===== src/rtl/ghost_map_updater.sv =====
// Ghost marker writer for port B of the shared map RAM: sets the marker on the
// destination cell, then clears it from the departed cell, preserving dots/pills.
module ghost_map_updater #(
   parameter int COLS = 40
) (
   input  logic                CLOCK_50,
   input  logic                reset,
   input  logic                move_req,
   input  logic [5:0]          old_x,
   input  logic [4:0]          old_y,
   input  logic [5:0]          new_x,
   input  logic [4:0]          new_y,
   input  logic [4*COLS-1:0]   ram_q,
   output logic [4:0]          ram_addr,
   output logic [4*COLS-1:0]   ram_wdata,
   output logic                ram_wren,
   output logic                busy,
   output logic                done,
   output logic                err
);

   // state   | meaning
   // IDLE    | waiting for move_req
   // RD_NEW  | destination row address presented
   // LAT_NEW | destination word arrives; wall check, build set word
   // WR_NEW  | destination word written
   // RD_OLD  | departed row address presented
   // LAT_OLD | departed word arrives; build clear word
   // WR_OLD  | departed word written
   // DONE    | done pulse (err qualifies it)

   localparam int W = 4*COLS;

   typedef enum logic [2:0] {
      IDLE, RD_NEW, LAT_NEW, WR_NEW, RD_OLD, LAT_OLD, WR_OLD, DONE
   } state_t;

   state_t     state;
   logic [5:0] ox, nx;
   logic [4:0] oy, ny;

   function automatic logic [3:0] field_get(input logic [W-1:0] w, input logic [5:0] x);
      logic [3:0] r;
      r = 4'd0;
      for (int i = 0; i < COLS; i++)
         if (x == 6'(i)) r = w[W-4-4*i +: 4];
      return r;
   endfunction

   function automatic logic [W-1:0] field_put(input logic [W-1:0] w, input logic [5:0] x,
                                              input logic [3:0] c);
      logic [W-1:0] r;
      r = w;
      for (int i = 0; i < COLS; i++)
         if (x == 6'(i)) r[W-4-4*i +: 4] = c;
      return r;
   endfunction

   function automatic logic [3:0] set_code(input logic [3:0] c);
      logic [3:0] r;
      case (c)
         4'd0, 4'd4: r = 4'd5;
         4'd2:       r = 4'd6;
         4'd3:       r = 4'd7;
         default:    r = c;
      endcase
      return r;
   endfunction

   function automatic logic [3:0] clr_code(input logic [3:0] c);
      logic [3:0] r;
      case (c)
         4'd5:    r = 4'd0;
         4'd6:    r = 4'd2;
         4'd7:    r = 4'd3;
         default: r = c;
      endcase
      return r;
   endfunction

   // ram_wdata doubles as the word buffer: it is loaded with the modified word
   // on the latch cycle so it is already valid during the write cycle.
   always_ff @(posedge CLOCK_50) begin
      if (!reset) begin
         state     <= IDLE;
         ox        <= '0;
         oy        <= '0;
         nx        <= '0;
         ny        <= '0;
         ram_addr  <= '0;
         ram_wdata <= '0;
         ram_wren  <= 1'b0;
         busy      <= 1'b0;
         done      <= 1'b0;
         err       <= 1'b0;
      end else begin
         case (state)
            IDLE: begin
               if (move_req) begin
                  ox   <= old_x;
                  oy   <= old_y;
                  nx   <= new_x;
                  ny   <= new_y;
                  busy <= 1'b1;
                  if (int'(old_x) >= COLS || int'(new_x) >= COLS) begin
                     state <= DONE;
                     done  <= 1'b1;
                     err   <= 1'b1;
                  end else if (old_x == new_x && old_y == new_y) begin
                     state <= DONE;
                     done  <= 1'b1;
                  end else begin
                     state    <= RD_NEW;
                     ram_addr <= new_y;
                  end
               end
            end
            RD_NEW: state <= LAT_NEW;
            LAT_NEW: begin
               if (field_get(ram_q, nx) == 4'd1) begin
                  state <= DONE;
                  done  <= 1'b1;
                  err   <= 1'b1;
               end else begin
                  ram_wdata <= field_put(ram_q, nx, set_code(field_get(ram_q, nx)));
                  ram_addr  <= ny;
                  ram_wren  <= 1'b1;
                  state     <= WR_NEW;
               end
            end
            WR_NEW: begin
               ram_wren <= 1'b0;
               ram_addr <= oy;
               state    <= RD_OLD;
            end
            RD_OLD: state <= LAT_OLD;
            LAT_OLD: begin
               ram_wdata <= field_put(ram_q, ox, clr_code(field_get(ram_q, ox)));
               ram_wren  <= 1'b1;
               state     <= WR_OLD;
            end
            WR_OLD: begin
               ram_wren <= 1'b0;
               done     <= 1'b1;
               state    <= DONE;
            end
            DONE: begin
               done  <= 1'b0;
               err   <= 1'b0;
               busy  <= 1'b0;
               state <= IDLE;
            end
            default: state <= IDLE;
         endcase
      end
   end

endmodule

===== config.mk =====
export PLATFORM = sky130hd
export DESIGN_NAME = ghost_map_updater
export DESIGN_NICKNAME = d
export VERILOG_FILES = /design/src/rtl/ghost_map_updater.sv
export SDC_FILE = /design/constraint.sdc
export NUM_CORES = 1
export LEC_CHECK = 0
export CORE_ASPECT_RATIO = 1.4
export CORE_MARGIN = 10
export CORE_UTILIZATION = 40
export CTS_CLUSTER_DIAMETER = 120
export CTS_CLUSTER_SIZE = 28
export DETAILED_ROUTE_END_ITERATION = 12
export PLACE_DENSITY = 0.65
export SYNTH_ARGS = -nofsm -noshare
export SYNTH_HDL_FRONTEND = slang
export SYNTH_SLANG_ARGS = --single-unit

===== constraint.sdc =====
create_clock -name CLOCK_50 -period 4.1 [get_ports CLOCK_50]
set_input_delay 0.41 -clock CLOCK_50 [delete_from_list [all_inputs] [get_ports CLOCK_50]]
set_output_delay 0.41 -clock CLOCK_50 [all_outputs]
set_load 0.01 [all_outputs]

# --- Yosys cells after proc, flatten, opt, wreduce, memory -nomap -nowiden ---
# Index checks and enable logic that the tools add are counted.
# W data, S select, Z words.
classes:
  add_sub_neg: 0
  n_bitwise: 0
  mux: 193
  n_lt_le_gt_ge: 2
  reduce_logical: 21
  shifts: 0
  div: 0
  n_eq_ne: 101
  mul: 0
op_table:
  columns: ["operator", "count"]
  rows:
  - ["$mux W4", 167]
  - ["$pmux W160 S2", 1]
  - ["$eq A6 B5 Y1 const B", 32]
  - ["$mux W160", 1]
  - ["$eq A6 B4 Y1 const B", 16]
  - ["$eq A6 B6 Y1 const B", 16]
  - ["$eq A6 B3 Y1 const B", 8]
  - ["$eq A6 B2 Y1 const B", 4]
  - ["$pmux W3 S8", 1]
  - ["$pmux W4 S3", 2]
  - ["$mux W5", 4]
  - ["$eq A4 B3 Y1 const B", 4]
  - ["$pmux W5 S3", 1]
  - ["$eq A3 B3 Y1 const B", 4]
  - ["$eq A6 B1 Y1 const B", 2]
  - ["$ge A6 B6 Y1 const B", 2]
  - ["$logic_not A6 Y1", 2]
  - ["$mux W3", 4]
  - ["$ne A2 B2 Y1 const B", 6]
  - ["$reduce_bool A3 Y1", 3]
  - ["$eq A4 B2 Y1 const B", 2]
  - ["$mux W1", 8]
  - ["$reduce_and A2 Y1", 4]
  - ["$reduce_and A4 Y1", 2]
  - ["other kinds (17)", 21]
word_totals:
  memories: 0
  rom_bits: 0
  register_bits: 194
  latchBits: 0
  wordCells: 328
  output_inout_bits: 169
  in_bits: 185
  ram_bits: 0

# --- Longest topological paths before layout ---
# Gate-level depths: netlist of the first run.
depth:
  ltp_word: 53
  depth_mapped: 17
  mapped_depth_nobuf: 10

# --- Worst setup path after synthesis of the first run ---
# No wires, ideal clock.
synth_timing:
  path_kind: "register -> register"
  from: "register nx[0]"
  to: "register ram_wdata[11]"
  arrival_ns: 3.055
  path_slack_ns: 0.912
  path_buffers: 4
  stages_incl_launch_ff: 14
  synth_period_minus_slack_ns: 3.188
  required_time_ns: 3.968
  cell_sequence: "dfxtp_1 -> buf_4 -> buf_4 -> a211oi_1 -> o221ai_1 -> or4_1 -> o221a_2 -> o31a_1 -> o41a_4 -> a21o_4 -> buf_2 -> buf_2 -> nand2_1 -> a21oi_1"
synth_between:
  elab_chain_len: 50
  elab_cells_between_ends: 97
  classes_between: "eq/ne: 44; mux: 49; reduce/logical: 4"
synth_lines:
  columns: ["item", "line_no", "source"]
  rows:
  - ["start, declared", "39", "logic [5:0] ox, nx;"]
  - ["start signal, assigned", "102", "nx <= new_x;"]
  - ["$logic_not A6 Y1", "46", "if (x == 6'(i)) r = w[W-4-4*i +: 4];"]
  - ["$mux W4 (40 in series)", "46", null]
  - ["$mux W4", "120", "if (field_get(ram_q, nx) == 4'd1) begin"]
  - ["$mux W4", "97", "case (state)"]
  - ["$mux W4", "84", "if (!reset) begin"]
  - ["$eq A4 B3 Y1 / $logic_not A4 Y1 (equally long branches)", "61", "case (c)"]
  - ["$reduce_or A2 Y1", "61", null]
  - ["$pmux W4 S3", "61", null]
  - ["$mux W4", "55", "if (x == 6'(i)) r[W-4-4*i +: 4] = c;"]
  - ["$mux W160", "120", null]
  - ["$pmux W160 S2", "97", null]
  - ["end signal, assigned", "125", "ram_wdata <= field_put(ram_q, nx, set_code(field_get(ram_q, nx)));"]
  - ["end signal, assigned", "138", "ram_wdata <= field_put(ram_q, ox, clr_code(field_get(ram_q, ox)));"]
  - ["end, declared", "15", "output logic [4*COLS-1:0] ram_wdata,"]
# Several ways; a longest one is shown, not always the timed one. The select of a mux whose other input is x is not followed.
# A chain may end at the register's enable or synchronous reset.

# --- Worst setup path after layout of the first run ---
layout_timing:
  from: "register ox[2]"
  to: "register ram_wdata[150]"
layout_between:
  elab_chain_len: 47
  elab_cells_between_ends: 88
  classes_between: "eq/ne: 42; mux: 45; reduce/logical: 1"
layout_lines:
  columns: ["item", "line_no", "source"]
  rows:
  - ["start, declared", "39", null]
  - ["start signal, assigned", "100", "ox <= old_x;"]
  - ["$logic_not A6 Y1", "46", null]
  - ["$mux W4 (40 in series)", "46", null]
  - ["$mux W4", "97", null]
  - ["$mux W4", "84", null]
  - ["$eq A4 B3 Y1", "72", "case (c)"]
  - ["$pmux W4 S3", "72", null]
  - ["$mux W4 (*)", "55", null]
  - ["$pmux W160 S2 (*)", "97", null]
# Every way passes the cells marked *; elsewhere a longest branch is shown, timed or not. The select of a mux whose other input is x is not followed.

==> results of run 1 <==
## synth_stat cells (6+ instances only)
cell type  number
xor2_1         12
nand3_1       120
a22oi_1        15
nor4bb_1       10
mux2i_1        32
nand2_1       377
a32oi_1         6
o211ai_1       17
nor3_1         36
o31ai_1        40
o22ai_1        48
nand3b_1        9
a2111oi_0       8
o2111ai_1      11
a21oi_1       188
o21ai_1        14
a211oi_1        9
and3_1         14
nor2b_1        18
inv_1          19
dfxtp_1       194
mux2_2         13
a32o_1          6
o21a_1          8
a31oi_1        28
a211o_1         6
nor4_1         15
nor2_1        133
buf_1           6
o211a_1        11
buf_2          52
o311ai_0        8
nand4_1        16
or3_1           7
a22o_1         10
or2_2           7
o221ai_1       18
nand2b_1       24
a221oi_1       20
clkbuf_1       72
buf_4          33
and2_1         13
a21o_1         10
o21ai_0        83
## worst max-delay path: cells and delay by family, from the launching register on
family	cells	cell delay [ps]
AND/OR/NAND/NOR	2	550
AO/OA/AOI/OAI	8	2380
flip-flops	1	560
buffers and inverters	2	450
## kinds of logic (layout without fill, tap and decap cells)
kind of cell,count (synthesis),in the layout,share of synthesized area
multiplexers,47,47,0.0372
XOR/XNOR,13,13,0.00829
buffers and inverters,187,646,0.0666
AND/OR/NAND/NOR,853,853,0.302
flip-flops,194,194,0.283
AO/OA/AOI/OAI,621,621,0.303
## state kept, by name (all words and copies together) (netlist names)
name and count:
ram_wdata 160, nx 6, ox 6, ny 5, oy 5, ram_addr 5, state 3, busy 1
done 1, err 1, ram_wren 1
## layout make-up
class / instances / area (µm²) / share of cell area
multi-input combinational: 1534 / 8990 / 0.453
inverter: 20 / 76.3 / 0.00385
tap: 451 / 564 / 0.0285
clock buffer: 17 / 425 / 0.0214
clock inverter: 15 / 213 / 0.0107
timing repair buffer: 594 / 5670 / 0.286
sequential: 194 / 3890 / 0.196
## per-stage QoR
stage,worst slack [ps],std cells
6_report,20.8,2825
3_5_place_dp,-198,2784
5_1_grt,-13.3,2825
2_1_floorplan,912,1915
3_3_place_gp,-164,2784
4_1_cts,38.6,2816
## timing repair
| action | CTS | global route |
|---|---|---|
| hold buffers | 0 | 0 |
| pin swaps | 0 | 3 |
| setup endpoints to repair | 143 | 142 |
| buffers inserted | 0 | 5 |
| gates resized for setup | 4 | 7 |
| gates cloned | 0 | 4 |
| endpoints found under the hold margin | 0 | 0 |
## power groups by stage
stage / clock [mW] / sequential, mW / combinational (mW)
finish: 1.82 / 2.32 / 3.48
global placement: 0 / 2.35 / 3.29
global route: 1.91 / 2.34 / 3.63
CTS: 1.84 / 2.31 / 3.31
detailed placement: 0 / 2.36 / 3.30
floorplan: 0 / 2.41 / 1.44
## how the worst max path moves through the flow
| stage | slack (ps) | endpoint | cells after the start | from |
|---|---|---|---|---|
| after detailed placement | -200 | ram_wdata[22] | 16 | nx[1] |
| after CTS | 40 | ram_wdata[22] | 17 | nx[2] |
| after floorplan | 910 | ram_wdata[11] | 13 | nx[0] |
| after global routing | -10 | ram_wdata[25] | 16 | nx[4] |
| after global placement | -160 | ram_wdata[134] | 14 | ram_q[101] |
| final | 20 | ram_wdata[150] | 12 | ox[2] |
## metal layers
metal	share of wire	vias up
li1	-	7974
met1	0.38	8488
met2	0.47	1131
met3	0.088	247
met4	0.055	0
met5	0	-
==> reports/qor.csv, run 1 <==
metric,value,unit
status,"complete, no violations",
R2R depth,12,
Most Crowded Layer GR,met2,
max cap viols,0,
total CTS buffers,17,
CP cell instances,buf_4 -> or4bb_1 -> a2111oi_0 -> a311oi_1 -> o41ai_1 -> o211a_1 -> a221oi_2 -> a32oi_2 -> buf_12 -> nor3_1 -> o221ai_1 -> a21oi_1,
top_reg_cell synth,dfxtp_1,
# clock sinks,194,
min-delay src,reset,
global route overflow,0,
Vias/cell,6.32,
share of cells above drive strength 1,0.144,
worst flop-to-flop path startpoint,ox[2],
Int Power,4.50,mW
Yosys top cell area share,0.283,
"Hold Violations, Final",0,
Final Wtd Congestion,1.04,
CORE AREA,0.0340,mm²
Post-DRT Antenna Nets,0,
clock share of power,0.239,
HP Class,input port to flip-flop,
total track usage,0.342,
"area leader, netlist",dfxtp_1,
RSZ-0062 raised after global routing,true,
end of the worst register-to-register path,ram_wdata[150],
fin util,0.583,
Max-Slew Margin vs Limit,0.380,
leakage power,7.37,nW
routed wire length,77.3,mm
Min Hold Slack,442,ps
met2 GRT Util,0.567,
pwr/cell area,384,mW/mm²
"Seq/Total Area, Yosys",0.283,
combinational power share,0.456,
Final Cycle Share,0.995,
first-pass GRT wire length,110,mm
Area Growth Syn to Fin,44.3,%
FMAX,0.245,GHz
Sequential Power Share,0.304,
CTS tree,yes,
"Setup violations, final",0,
clk_skew,14.4,ps
CP arrival,4420,ps
Synth cell types,97,
largest net degree at the start of global routing,75,
initial DRC count,2279,
"Cell Area, Synth",0.0137,mm²
Pre-antenna DRT Iters,7,
Tot Pwr,7.62,mW
Critical Path Start Type,flip-flop,
CP max stage delay,640,ps
"commonest non-fill, non-tap cell in the layout",nand2_1,
Syn Nets,2100,
"slowest stage cell, crit path",a2111oi_0,
R2R setup slack,20,ps
Layout fillers,3224,
number of diodes,0,
Peak VDD IR,0.260,mV
Final Critical Period,4080,ps
die area,0.0423,mm²
CP required,4440,ps
fin. max-slew vios,0,
DRC errors left,0,
post-detail-place hpwl,61.2,mm
Yosys reg bits,194,
Async SR Flop Fraction,0,
drt wl/cell,27.3,µm
initial antenna violation count,0,
"top cells by area, synth","dfxtp_1 (28%), nand2_1 (10%), a21oi_1 (6.8%), nand3_1 (4.4%), nor2_1 (3.6%)",
# nets final,2546,
"EDFF count, synth",0,
die extent in y,239,µm
Port-buffer cells,353,
Hold Path Cell Cnt,3,
warning count from the yosys run,0,
starting density of the core,0.404,
Row Count,80,
Critical Path Fanout Max,20,
Max clock buf depth,2,
Worst Hold End,done,
root buffer cell,clkbuf_16,
worst-skew pair later-pin latency,470,ps
post-route cell area,0.0198,mm²
chip width,177,µm
placed cell areas,0.0190,mm²
Sw Share,0.409,
Via Count,17800,
Worst-path clk slew,90,ps
Ports,354,
TNS Setup,0,ps
most frequent cells in the layout,"nand2_1 (377), clkdlybuf4s50_1 (352), buf_4 (214)",
CP Class,flip-flop to flip-flop,
met3 usage,0.0665,
synthesized instance count,1915,
Net Sw Power,3.12,mW
Slew @ Worst Pin,929,ps
Mean Syn Cell Area,7.18,µm²
CP Capture Type,flip-flop,
number of global-route vias before repair,17100,
GR Util met1,0.413,
H-tree lvl count,4,
(Power assumes the default switching activity.)
==> inputs of run 2 (changes only) <==
- PLACE_DENSITY: 0.65 -> 0.68
- clock period: 4.1 -> 5 ns (I/O delays scaled with it)
==> reports/qor.csv, run 2 (synthesized netlist as in run 1, its figures left out) <==
metric,value,unit
Max clock buf depth,2,
post-detail-place hpwl,60.2,mm
post-CTS setup buffers,0,
Most Crowded Layer GR,met2,
routed wire length,76.4,mm
R2R setup slack,460,ps
RSZ-0062 raised after global routing,false,
fin. max-slew vios,0,
total CTS buffers,17,
starting density of the core,0.404,
min-delay src,ram_wdata[103],
clk_skew,13.1,ps
most frequent cells in the layout,"nand2_1 (377), clkdlybuf4s50_1 (352), dfxtp_1 (190)",
Largest regs,"ram_wdata (160), nx (6), ox (6)",
Final Critical Period,4540,ps
status,"complete, no violations",
Via Count,17300,
Hold Path Cell Cnt,2,
H-tree lvl count,4,
Area Growth Syn to Fin,36.2,%
"commonest non-fill, non-tap cell in the layout",nand2_1,
chip width,177,µm
Min Hold Slack,453,ps
R2R depth,13,
Port-buffer cells,353,
Post-DRT Antenna Nets,0,
Final Cycle Share,0.908,
number of global-route vias before repair,16600,
Vias/cell,6.40,
"Hold Violations, Final",0,
CP required,5380,ps
HP Class,flip-flop to flip-flop,
worst-skew pair later-pin latency,480,ps
Pre-antenna DRT Iters,6,
TNS Setup,0,ps
Peak VDD IR,0.217,mV
drt wl/cell,28.3,µm
Max-Slew Margin vs Limit,0.232,
Critical Path Fanout Max,31,
die area,0.0423,mm²
FMAX,0.220,GHz
# nets final,2423,
Critical Path Start Type,flip-flop,
end of the worst register-to-register path,ram_wdata[144],
cts hold-fix bufs,0,
die extent in y,239,µm
initial antenna violation count,1,
CP Capture Type,flip-flop,
Ports,354,
met3 usage,0.0676,
number of diodes,0,
total track usage,0.345,
CTS tree,yes,
Register Area,0.00389,mm²
share of cells above drive strength 1,0.0942,
Top reg by flops,ram_wdata,
GR Util met1,0.426,
CP arrival,4920,ps
Row Count,80,
max reg flops,160,
initial DRC count,2127,
root buffer cell,clkbuf_16,
largest net degree at the start of global routing,107,
DRC errors left,0,
leakage power,6.71,nW
met2 GRT Util,0.564,
Slew @ Worst Pin,1150,ps
CORE AREA,0.0340,mm²
Worst Hold End,ram_wdata[103],
"Setup violations, final",0,
pwr/cell area,320,mW/mm²
# clock sinks,194,
area occupied by multi-input gates,0.00896,mm²
global route overflow,0,
Worst-path clk slew,80,ps
worst flop-to-flop path startpoint,ox[4],
first-pass GRT wire length,111,mm
Post-CTS Resized,0,
max cap viols,0,
Layout fillers,3314,
Final Wtd Congestion,1.04,
CP Class,flip-flop to flip-flop,
-- run 2: cell count changes in the layout (fill, tap and decap cells not counted), sizes merged --
cell / previous run / this run
clkbuf: 20 / 17
inv: 28 / 25
clkinvlp: 0 / 2
bufinv: 0 / 1
buf: 239 / 119
-- run 2: worst max-delay path by stage --
stage	startpoint	end	cells past startpoint
2_1_floorplan	nx[0]	ram_wdata[11]	13
5_1_grt	ox[4]	ram_wdata[144]	13
4_1_cts	ox[4]	ram_wdata[116]	13
6_report	ox[4]	ram_wdata[144]	13
3_5_place_dp	ox[4]	ram_wdata[88]	13
3_3_place_gp	ox[4]	ram_wdata[88]	13
-- run 2: layout make-up --
class,instances,area share
Clock buffer,17,0.0227
Clock inverter,15,0.0112
Inverter,20,0.00408
Multi-Input combinational cell,1534,0.479
Sequential cell,194,0.208
Tap cell,451,0.0302
Timing Repair Buffer,471,0.245
-- run 2: metrics by stage --
| stage | instances | util | power (mW) | setup WS [ps] | instance area [µm²] |
|---|---|---|---|---|---|
| 2_1_floorplan | 1915 | - | 3.16 | 1810 | 13700 |
| 3_3_place_gp | 2670 | 0.531 | 4.45 | 714 | 18100 |
| 3_5_place_dp | 2670 | 0.531 | 4.47 | 601 | 18100 |
| 4_1_cts | 2702 | 0.550 | 5.95 | 588 | 18700 |
| 5_1_grt | 2702 | 0.550 | 6.21 | 239 | 18700 |
| 6_report | 2702 | 0.550 | 5.98 | 460 | 18700 |
-- run 2: where the power goes --
| part | leakage (nW) | switching [mW] | internal [mW] |
|---|---|---|---|
| Sequential | 1.59 | 0.172 | 1.75 |
| Combinational | 4.82 | 1.52 | 1.04 |
| Clock | 0.300 | 0.757 | 0.733 |
-- run 2: routing by layer --
metal  share of wire  up-vias
li1                -     7732
met1            0.39     8237
met2            0.47     1102
met3           0.093      214
met4           0.050        0
met5               0        -
-- run 2: critical path, cell delays in order (launching register included) --
cell and delay, ps:
dfxtp_1 1060, nor2b_1 90, buf_4 200, and3_1 240
a2111oi_0 880, nand3_1 150, o22ai_1 300, o21ai_0 180
a21bo_2 230, a21oi_2 120, buf_4 340, buf_4 290
nor2_1 70, o31ai_1 250
